===== config.mk =====
export PLATFORM = sky130hd
export DESIGN_NAME = pong_match_ctrl
export DESIGN_NICKNAME = d
export VERILOG_FILES = /design/src/rtl/pong_pkg.sv /design/src/rtl/btn_edge_sync.sv /design/src/rtl/pong_match_ctrl.sv
export SDC_FILE = /design/constraint.sdc
export NUM_CORES = 1
export LEC_CHECK = 0
export CORE_MARGIN = 2
export CORE_UTILIZATION = 34
export CTS_CLUSTER_DIAMETER = 30
export DETAILED_ROUTE_END_ITERATION = 8
export MAX_ROUTING_LAYER = met4
export SLEW_MARGIN = 20
export SYNTH_ARGS = -nofsm -noshare
export SYNTH_HDL_FRONTEND = slang
export SYNTH_HIERARCHICAL = 1
export SYNTH_SLANG_ARGS = --single-unit

===== constraint.sdc =====
create_clock -name clk -period 5.42 [get_ports clk]
set_clock_uncertainty 0.2 [all_clocks]
set_input_delay 1.084 -clock clk [delete_from_list [all_inputs] [get_ports clk]]
set_output_delay 1.084 -clock clk [all_outputs]
set_load 0.05 [all_outputs]

===== src/rtl/pong_pkg.sv =====
// Shared types and constants for the pong match sequencer and its helpers.
package pong_pkg;

    typedef enum logic [2:0] {
        ST_IDLE  = 3'd0,
        ST_SERVE = 3'd1,
        ST_PLAY  = 3'd2,
        ST_POINT = 3'd3,
        ST_OVER  = 3'd4
    } match_state_t;

    localparam logic [1:0] WINNER_NONE  = 2'b00;
    localparam logic [1:0] WINNER_LEFT  = 2'b01;
    localparam logic [1:0] WINNER_RIGHT = 2'b10;

    localparam logic [9:0] DEF_LEFT_X   = 10'd20;
    localparam logic [9:0] DEF_RIGHT_X  = 10'd769;
    localparam logic [9:0] DEF_CENTER_X = 10'd395;

endpackage


===== src/rtl/btn_edge_sync.sv =====
// Two-flop synchroniser followed by a registered rising-edge detector.
// A held button yields exactly one rise strobe, three clocks after its edge.
module btn_edge_sync (
    input  logic clk,
    input  logic rst,
    input  logic btn,
    output logic rise
);

    logic sync1_q, sync1_d;
    logic sync2_q, sync2_d;
    logic prev_q,  prev_d;
    logic rise_q,  rise_d;

    always_comb begin
        sync1_d = btn;
        sync2_d = sync1_q;
        prev_d  = sync2_q;
        rise_d  = sync2_q & ~prev_q;
    end

    always_ff @(posedge clk or posedge rst) begin
        if (rst) begin
            sync1_q <= 1'b0;
            sync2_q <= 1'b0;
            prev_q  <= 1'b0;
            rise_q  <= 1'b0;
        end else begin
            sync1_q <= sync1_d;
            sync2_q <= sync2_d;
            prev_q  <= prev_d;
            rise_q  <= rise_d;
        end
    end

    assign rise = rise_q;

endmodule


===== src/rtl/pong_match_ctrl.sv =====
// Match sequencer for the pong engine: serve countdown, miss detection from the
// ball x position, score keeping and winner declaration.
module pong_match_ctrl
    import pong_pkg::*;
#(
    parameter int         SERVE_CYCLES = 50_000_000,
    parameter int         WIN_SCORE    = 7,
    parameter int         SCORE_W      = 4,
    parameter logic [9:0] LEFT_X       = DEF_LEFT_X,
    parameter logic [9:0] RIGHT_X      = DEF_RIGHT_X,
    parameter logic [9:0] CENTER_X     = DEF_CENTER_X
) (
    input  logic               clk,
    input  logic               reset,
    input  logic               start,
    input  logic [9:0]         x_ball_pos,
    output logic               core_reset,
    output logic [SCORE_W-1:0] l_score,
    output logic [SCORE_W-1:0] r_score,
    output logic               point_pulse,
    output logic [1:0]         winner,
    output logic [2:0]         state
);

    localparam int                 CNT_W      = $clog2(SERVE_CYCLES + 1);
    localparam logic [CNT_W-1:0]   SERVE_LAST = CNT_W'(SERVE_CYCLES - 1);
    localparam logic [SCORE_W-1:0] WIN_VAL    = SCORE_W'(WIN_SCORE);
    localparam logic [SCORE_W-1:0] SCORE_ONE  = SCORE_W'(1);

    logic start_rise;

    btn_edge_sync u_start_sync (
        .clk  (clk),
        .rst  (reset),
        .btn  (start),
        .rise (start_rise)
    );

    match_state_t       state_q,      state_d;
    logic [CNT_W-1:0]   cnt_q,        cnt_d;
    logic [SCORE_W-1:0] l_score_q,    l_score_d;
    logic [SCORE_W-1:0] r_score_q,    r_score_d;
    logic [1:0]         winner_q,     winner_d;
    logic               point_q,      point_d;
    logic               core_reset_q, core_reset_d;
    logic [9:0]         x_prev_q,     x_prev_d;

    logic left_miss;
    logic right_miss;

    // A miss is the engine re-centring the ball straight from a paddle face;
    // a bounce only moves one pixel, so it can never match.
    assign left_miss  = (x_prev_q == LEFT_X)  && (x_ball_pos == CENTER_X);
    assign right_miss = (x_prev_q == RIGHT_X) && (x_ball_pos == CENTER_X);

    always_comb begin
        state_d   = state_q;
        cnt_d     = cnt_q;
        l_score_d = l_score_q;
        r_score_d = r_score_q;
        winner_d  = winner_q;
        point_d   = 1'b0;
        x_prev_d  = x_ball_pos;

        case (state_q)
            ST_IDLE, ST_OVER: begin
                if (start_rise) begin
                    l_score_d = '0;
                    r_score_d = '0;
                    winner_d  = WINNER_NONE;
                    cnt_d     = '0;
                    state_d   = ST_SERVE;
                end
            end
            ST_SERVE: begin
                x_prev_d = CENTER_X;
                cnt_d    = cnt_q + CNT_W'(1);
                if (cnt_q == SERVE_LAST) begin
                    state_d = ST_PLAY;
                end
            end
            ST_PLAY: begin
                if (left_miss) begin
                    r_score_d = (r_score_q >= WIN_VAL) ? WIN_VAL : r_score_q + SCORE_ONE;
                    point_d   = 1'b1;
                    state_d   = ST_POINT;
                end else if (right_miss) begin
                    l_score_d = (l_score_q >= WIN_VAL) ? WIN_VAL : l_score_q + SCORE_ONE;
                    point_d   = 1'b1;
                    state_d   = ST_POINT;
                end
            end
            ST_POINT: begin
                // Scores were updated on entry, so they already include this point.
                if (l_score_q == WIN_VAL) begin
                    winner_d = WINNER_LEFT;
                    state_d  = ST_OVER;
                end else if (r_score_q == WIN_VAL) begin
                    winner_d = WINNER_RIGHT;
                    state_d  = ST_OVER;
                end else begin
                    cnt_d   = '0;
                    state_d = ST_SERVE;
                end
            end
            default: begin
                state_d = ST_IDLE;
            end
        endcase

        core_reset_d = (state_d != ST_PLAY);
    end

    always_ff @(posedge clk or posedge reset) begin
        if (reset) begin
            state_q      <= ST_IDLE;
            cnt_q        <= '0;
            l_score_q    <= '0;
            r_score_q    <= '0;
            winner_q     <= WINNER_NONE;
            point_q      <= 1'b0;
            core_reset_q <= 1'b1;
            x_prev_q     <= CENTER_X;
        end else begin
            state_q      <= state_d;
            cnt_q        <= cnt_d;
            l_score_q    <= l_score_d;
            r_score_q    <= r_score_d;
            winner_q     <= winner_d;
            point_q      <= point_d;
            core_reset_q <= core_reset_d;
            x_prev_q     <= x_prev_d;
        end
    end

    assign core_reset  = core_reset_q;
    assign l_score     = l_score_q;
    assign r_score     = r_score_q;
    assign point_pulse = point_q;
    assign winner      = winner_q;
    assign state       = state_q;

endmodule

# Word level (Yosys, flattened, before mapping)

Cells that the tools add are included.

Word-level logic and storage cells: 75
Output and inout port bits: 15
Register bits: 55
ROM bits: 0
Input port bits: 13
Memory bits (writable): 0
Latch bits: 0
Memories kept: 0

Bitwise gates (word level): 2
Reduce and logical (&&, ||, !) cells: 11
Multiplexer cells: 27
Shift-type cells: 0
Add/subtract/negate cells: 3
Div/mod/pow operators: 0
$lt $le $gt $ge: 2
Equal/unequal tests: 18
Multipliers: 0

Operators by type and width:

| cell                                                                                | count |
|---|---|
| 26-bit 2-to-1 mux                                                                   | 3 |
| 26-bit case mux with 3 select lines                                                 | 1 |
| 26-bit by 1-bit adder with 26-bit output, second input constant                     | 1 |
| 26-bit equality test, second input constant                                         | 1 |
| 4-bit 2-to-1 mux                                                                    | 6 |
| 3-bit 2-to-1 mux                                                                    | 6 |
| 4-bit case mux with 2 select lines                                                  | 2 |
| 3-bit case mux with 4 select lines                                                  | 1 |
| 10-bit equality test, second input constant                                         | 1 |
| 10-bit by 5-bit equality test with 1-bit output, second input constant              | 1 |
| 10-bit by 9-bit equality test with 1-bit output, second input constant              | 1 |
| 10-bit 2-to-1 mux                                                                   | 1 |
| 2-bit != test, second input constant                                                | 5 |
| 4-bit by 1-bit adder with 4-bit output, second input constant                       | 2 |
| 4-bit by 3-bit equality test with 1-bit output, second input constant               | 2 |
| 4-bit by 3-bit greater-or-equal comparator with 1-bit output, second input constant | 2 |
| 4-bit AND reduction                                                                 | 2 |
| 3-bit by 2-bit equality test with 1-bit output, second input constant               | 2 |
| 2-bit 2-to-1 mux                                                                    | 3 |
| 3-bit AND reduction                                                                 | 2 |
| 2-bit case mux with 2 select lines                                                  | 1 |
| 2-bit nonzero test                                                                  | 2 |
| 3-bit by 1-bit equality test with 1-bit output, second input constant               | 1 |
| 3-bit equality test, second input constant                                          | 1 |
| other kinds (10)                                                                    | 13 |

# Logic depth before layout (Yosys ltp)

Word-level depth: 6
Depth in mapped cells: 7
Gate-level depth less buffers: 5

# Modules after synthesis

The synthesis kept the hierarchy.

By module, submodules not included:

| module          | area each (sq um) | seq. area each (sq um) | cells an instance | times used |
|---|---|---|---|---|
| pong_match_ctrl | 2852.7            | 1283.7                 | 279               | 1 |
| btn_edge_sync   | 117.6             | 100.1                  | 6                 | 1 |

# Worst setup path before layout

No wires, ideal clock.

Kind: input to register
From: input x_ball_pos[2]
To: register l_score_q[0], in the netlist l_score[0]
Library setup time: 0.128 ns
Data required time: 5.092 ns
Data arrival time: 2.169 ns
Stages on the path: 4
Path slack: 2.923 ns
Buffers on the path: 0
Cells stage by stage: nand4b_1 > nor3_1 > a31oi_2 > mux2_1

Word-level cells in the longest chain between the ends: 4
Elaborated cells on any way between the ends: 6
Those cells by class: 3 x eq/ne; 3 x reduce/logical

Ends and longest elaborated chain:

| item                                                | RTL line                                     | source |
|---|---|---|
| start: declaration                                  | pong_match_ctrl.sv:16                        | `input logic [9:0] x_ball_pos,` |
| 10-bit by 9-bit equality test with 1-bit output (*) | pong_match_ctrl.sv:53, pong_match_ctrl.sv:54 |  |
| 1-bit logical AND, on equally long branches         | pong_match_ctrl.sv:54, pong_match_ctrl.sv:53 |  |
| 2-bit != test (no source line)                      | --                                           |  |
| 4-bit AND reduction (no source line) (*)            | --                                           |  |
| end signal: assignment                              | pong_match_ctrl.sv:127                       | `l_score_q <= l_score_d;` |
| end: declaration                                    | pong_match_ctrl.sv:41                        | `logic [SCORE_W-1:0] l_score_q, l_score_d;` |

Mark *: on every way between the ends. The rest lies on a longest branch, timed or not.
A chain may end at the register's enable or synchronous reset.

# Final worst setup path

From: register state_q[0], in the netlist state[0]
To: output state[0]

RTL lines:

| item                     | RTL line               | source |
|---|---|---|
| start: declaration       | pong_match_ctrl.sv:39  | `match_state_t state_q, state_d;` |
| start signal: assignment | pong_match_ctrl.sv:125 | `state_q <= state_d;` |
| end: declaration         | pong_match_ctrl.sv:22  | `output logic [2:0] state` |

No word-level cell between the ends.

==> metrics.md <==
| Metric | Value |
|---|---|
| Critical Path Fanout Max | 10 |
| Hold Crit Class | reg -> reg |
| Reg2Reg Launch Point | l_score[0]$_DFFE_PP0P_ |
| Via count | 2191 |
| Cells after DPL | 407 |
| Critical Path RT | 4140 ps |
| Vias in the first global route | 2233 |
| Clock tree buffer depth | 2 |
| Worst path slowest cell | clkdlybuf4s50_1 |
| Sink Count | 55 |
| Non-Filler Instances | 415 |
| Synth top area cells | dfrtp_1, mux2i_1, dfstp_2 |
| Predominant post-synthesis flop cell | dfrtp_1 |
| Port bufs | 27 |
| Rows | 34 |
| Setup slack, reg-to-reg | ~3100 ps |
| CTS Hold Bufs | 0 |
| Simple-gate area share of the yosys netlist | 24.9% |
| Outcome | finished, final reports clean |
| Placer congestion estimate | 0.783 |
| Crit path depth | 1 |
| Worst EP arrival | 1710 ps |
| Syn Inst Count | between 200 and 300 |
| Initial Utilization | between 30% and 40% |
| Clk Latency, worst-skew pair | 310 ps |
| Number of synthesized register bits | 55 |
| Layout Nets | 322 |
| CTS tree | built |
| Routed WL per cell | 14.3 um |
| Global-route wire length before repair | around 11000 um |
| Avg Inst Size Synth | around 10 um2 |
| Fin area | between 3000 and 4000 um2 |
| Final antenna-violating net count | 0 |
| Largest net degree at the start of global routing | 52 |
| Share of cells above drive strength 1 | 11.7% |
| Post-Synth Adder-Cell Area | 1.26% |
| Static leakage | roughly 1.5 nW |
| Post-cts resize count | 0 |
| Final WL | 5950 um |
| Synth area leader | dfrtp_1 |
| GRT Total Usage | 13.9% |
| Tmin final | between 2000 and 3000 ps |
| Pwr Density | 206 nW/um2 |
| Final hold violations | 0 |
| VDD IR max | 0.109 mV |
| Top-count cell post-synth | dfrtp_1 |
| R2r endpoint | cnt_q[22]$_DFFE_PP0P_ |
| Most frequent cells after synthesis | dfrtp_1, nand2_1, mux2i_1, nand2b_1, nand3_1 |
| H-tree Lvls | 2 |
| Die outline width | 97.5 um |
| Final setup fails | 0 |
| Post-route DRC violation count | 0 |
| Clock root cell | clkbuf_8 |
| Startpoint Class | register |
| Synth Area in XOR/XNOR | less than 1% |
| Slew at the pin closest to its max-slew limit | 670 ps |
| RSZ-0062 raised after global routing | false |
| Placed inst area | 3290 um2 |
| Netlist Area Pre-Place | between 2000 and 3000 um2 |
| Max stage delay on crit path | between 800 and 900 ps |
| Fmax | 335 MHz |
| Kind of cell adding the most delay to the critical path | buffers and inverters |
| Share of flip-flops with an asynchronous set or reset | 100% |
| Unique masters post-synth | 58 |
| Area growth, synth to finish | 14.9% |
| Post-CTS Setup Bufs | 0 |
| Final period utilization | 55.2% |
| CP Buf/Inv Count | 1 |
| Post-synth EDFFs | 0 |
| Mux contribution to synthesized area | 7.20% |
| Initial antenna violation count | 0 |
| Initial DRT Pass Iterations | 4 |
| N_diodes | 0 |
| Worst-path cell chain | clkdlybuf4s50_1 |
| Max-cap violations | 0 |
| YS warnings | 6 |
| Grt ovf | 0 |
| Top cell type's share of synthesized area | 41.3% |
| Chip height | around 100 um |
| Crit path capture | state[0] |
| Total Power | 0.000705 W |
| Setup_tns | 0 ps |
| Core ar. | 8590 um2 |
| CP Capture Type | primary output |
| Seq/Total Area, Yosys | between 40% and 50% |
| Post-Syn Nets | 301 |
| Minimum hold slack | 156 ps |
| Worst-path clk slew | ~100 ps |
| Boundary Pins | 28 |
| Reg2reg path depth | 5 |
| Critical path origin | state[0]$_DFF_PP0_ |
| DP HPWL | 4110 um |
| DR vias/cell | ~5.3 |
| Final-report max-slew violation count | 0 |
| Iter 0 DRT Violations | 94 |
| Num CTS Buffers | 5 |
| Slew margin rel. | 55.0% |
| Main combinational cell family by area after synthesis | simple AND/OR/NAND/NOR gates |
| Crit path kind | reg -> out |
| # fillers | between 800 and 900 |
| Compound-Gate Fraction of Synth Area | 14.9% |
| Die area | 9500 um2 |
-- placed cells by master (no fill, tap or decap), types with 2 or more instances in the layout --
master	n
dfrtp_1	49
nand2_1	31
clkdlybuf4s50_1	27
nand2b_1	18
mux2i_1	18
nand3_1	15
a21oi_1	14
inv_1	10
nor2_1	7
and2_1	7
nand4_1	7
nor3_1	6
a211oi_1	6
dfstp_2	6
o21ai_0	5
clkbuf_8	5
a22o_1	4
and4_1	4
a31oi_1	4
a2111oi_2	4
o2111ai_1	3
nand3b_1	3
and3_1	3
o22ai_1	3
ha_1	3
or3b_1	2
nor4_1	2
nor3b_2	2
mux2_1	2
a31o_2	2
nor2b_1	2
a22oi_1	2
o31a_1	2
-- registers in the layout, indices dropped and copies added, names as in the netlist --
register              flops
cnt_q                    26
x_prev_q                 10
l_score                   4
r_score                   4
state                     3
winner                    2
core_reset                1
point_pulse               1
u_start_sync/prev_d       1
u_start_sync/prev_q       1
u_start_sync/rise         1
u_start_sync/sync1_q      1
-- power breakdown --
group,total (W),internal [W],switching (W)
registers,0.000413,0.000412,0.00000100
clock network,0.000271,0.000138,0.000134
logic,0.0000206,0.00000990,0.0000107
total,0.000705,0.000559,0.000145
-- through the flow --
step                      util, %  setup slack [ps]
final                        39.7              2430
after global routing         39.7              2350
after global placement       38.3              2320
after CTS                    39.6              2410
after detailed placement     38.3              2270
after floorplan                 -              2920
-- final cells by class --
class                      count  area, um2  area share [%]
multi-input combinational    205       1460            42.9
sequential                    55       1380            40.5
timing repair buffer          28        278            8.14
tap                          108        135            3.96
clock buffer                   5       68.8            2.02
clock inverter                 3       43.8            1.28
inverter                      11       41.3            1.21
-- routing by layer --
metal / vias up / share of wire (%) / track usage [%]
li1: 1083 / - / -
met1: 1078 / 47 / 17.5
met2: 23 / 48 / 22.2
met3: 7 / 3.0 / 3.02
met4: 0 / 1.5 / 4.59
met5: - / 0 / -
-- kinds of logic (layout without fill, tap and decap cells) --
logic type / Yosys count / after routing
adder cells (fa/ha/maj): 3 / 3
AND/OR/NAND/NOR: 123 / 123
buffers and inverters: 25 / 47
AO/OA/AOI/OAI: 56 / 56
flip-flops: 55 / 55
XOR/XNOR: 2 / 2
multiplexers: 21 / 21
-- how the worst min path moves through the flow --
stage / cells after the start / endpoint / from
after floorplan: 0 / u_start_sync/prev_d$_DFF_PP0_ / u_start_sync/sync1_q$_DFF_PP0_
after global placement: 0 / u_start_sync/prev_d$_DFF_PP0_ / u_start_sync/sync1_q$_DFF_PP0_
after detailed placement: 0 / u_start_sync/prev_d$_DFF_PP0_ / u_start_sync/sync1_q$_DFF_PP0_
after CTS: 0 / u_start_sync/prev_d$_DFF_PP0_ / u_start_sync/sync1_q$_DFF_PP0_
after global routing: 0 / u_start_sync/prev_d$_DFF_PP0_ / u_start_sync/sync1_q$_DFF_PP0_
final: 0 / u_start_sync/prev_d$_DFF_PP0_ / u_start_sync/sync1_q$_DFF_PP0_
Note: power is estimated with default switching activity, not from simulation.
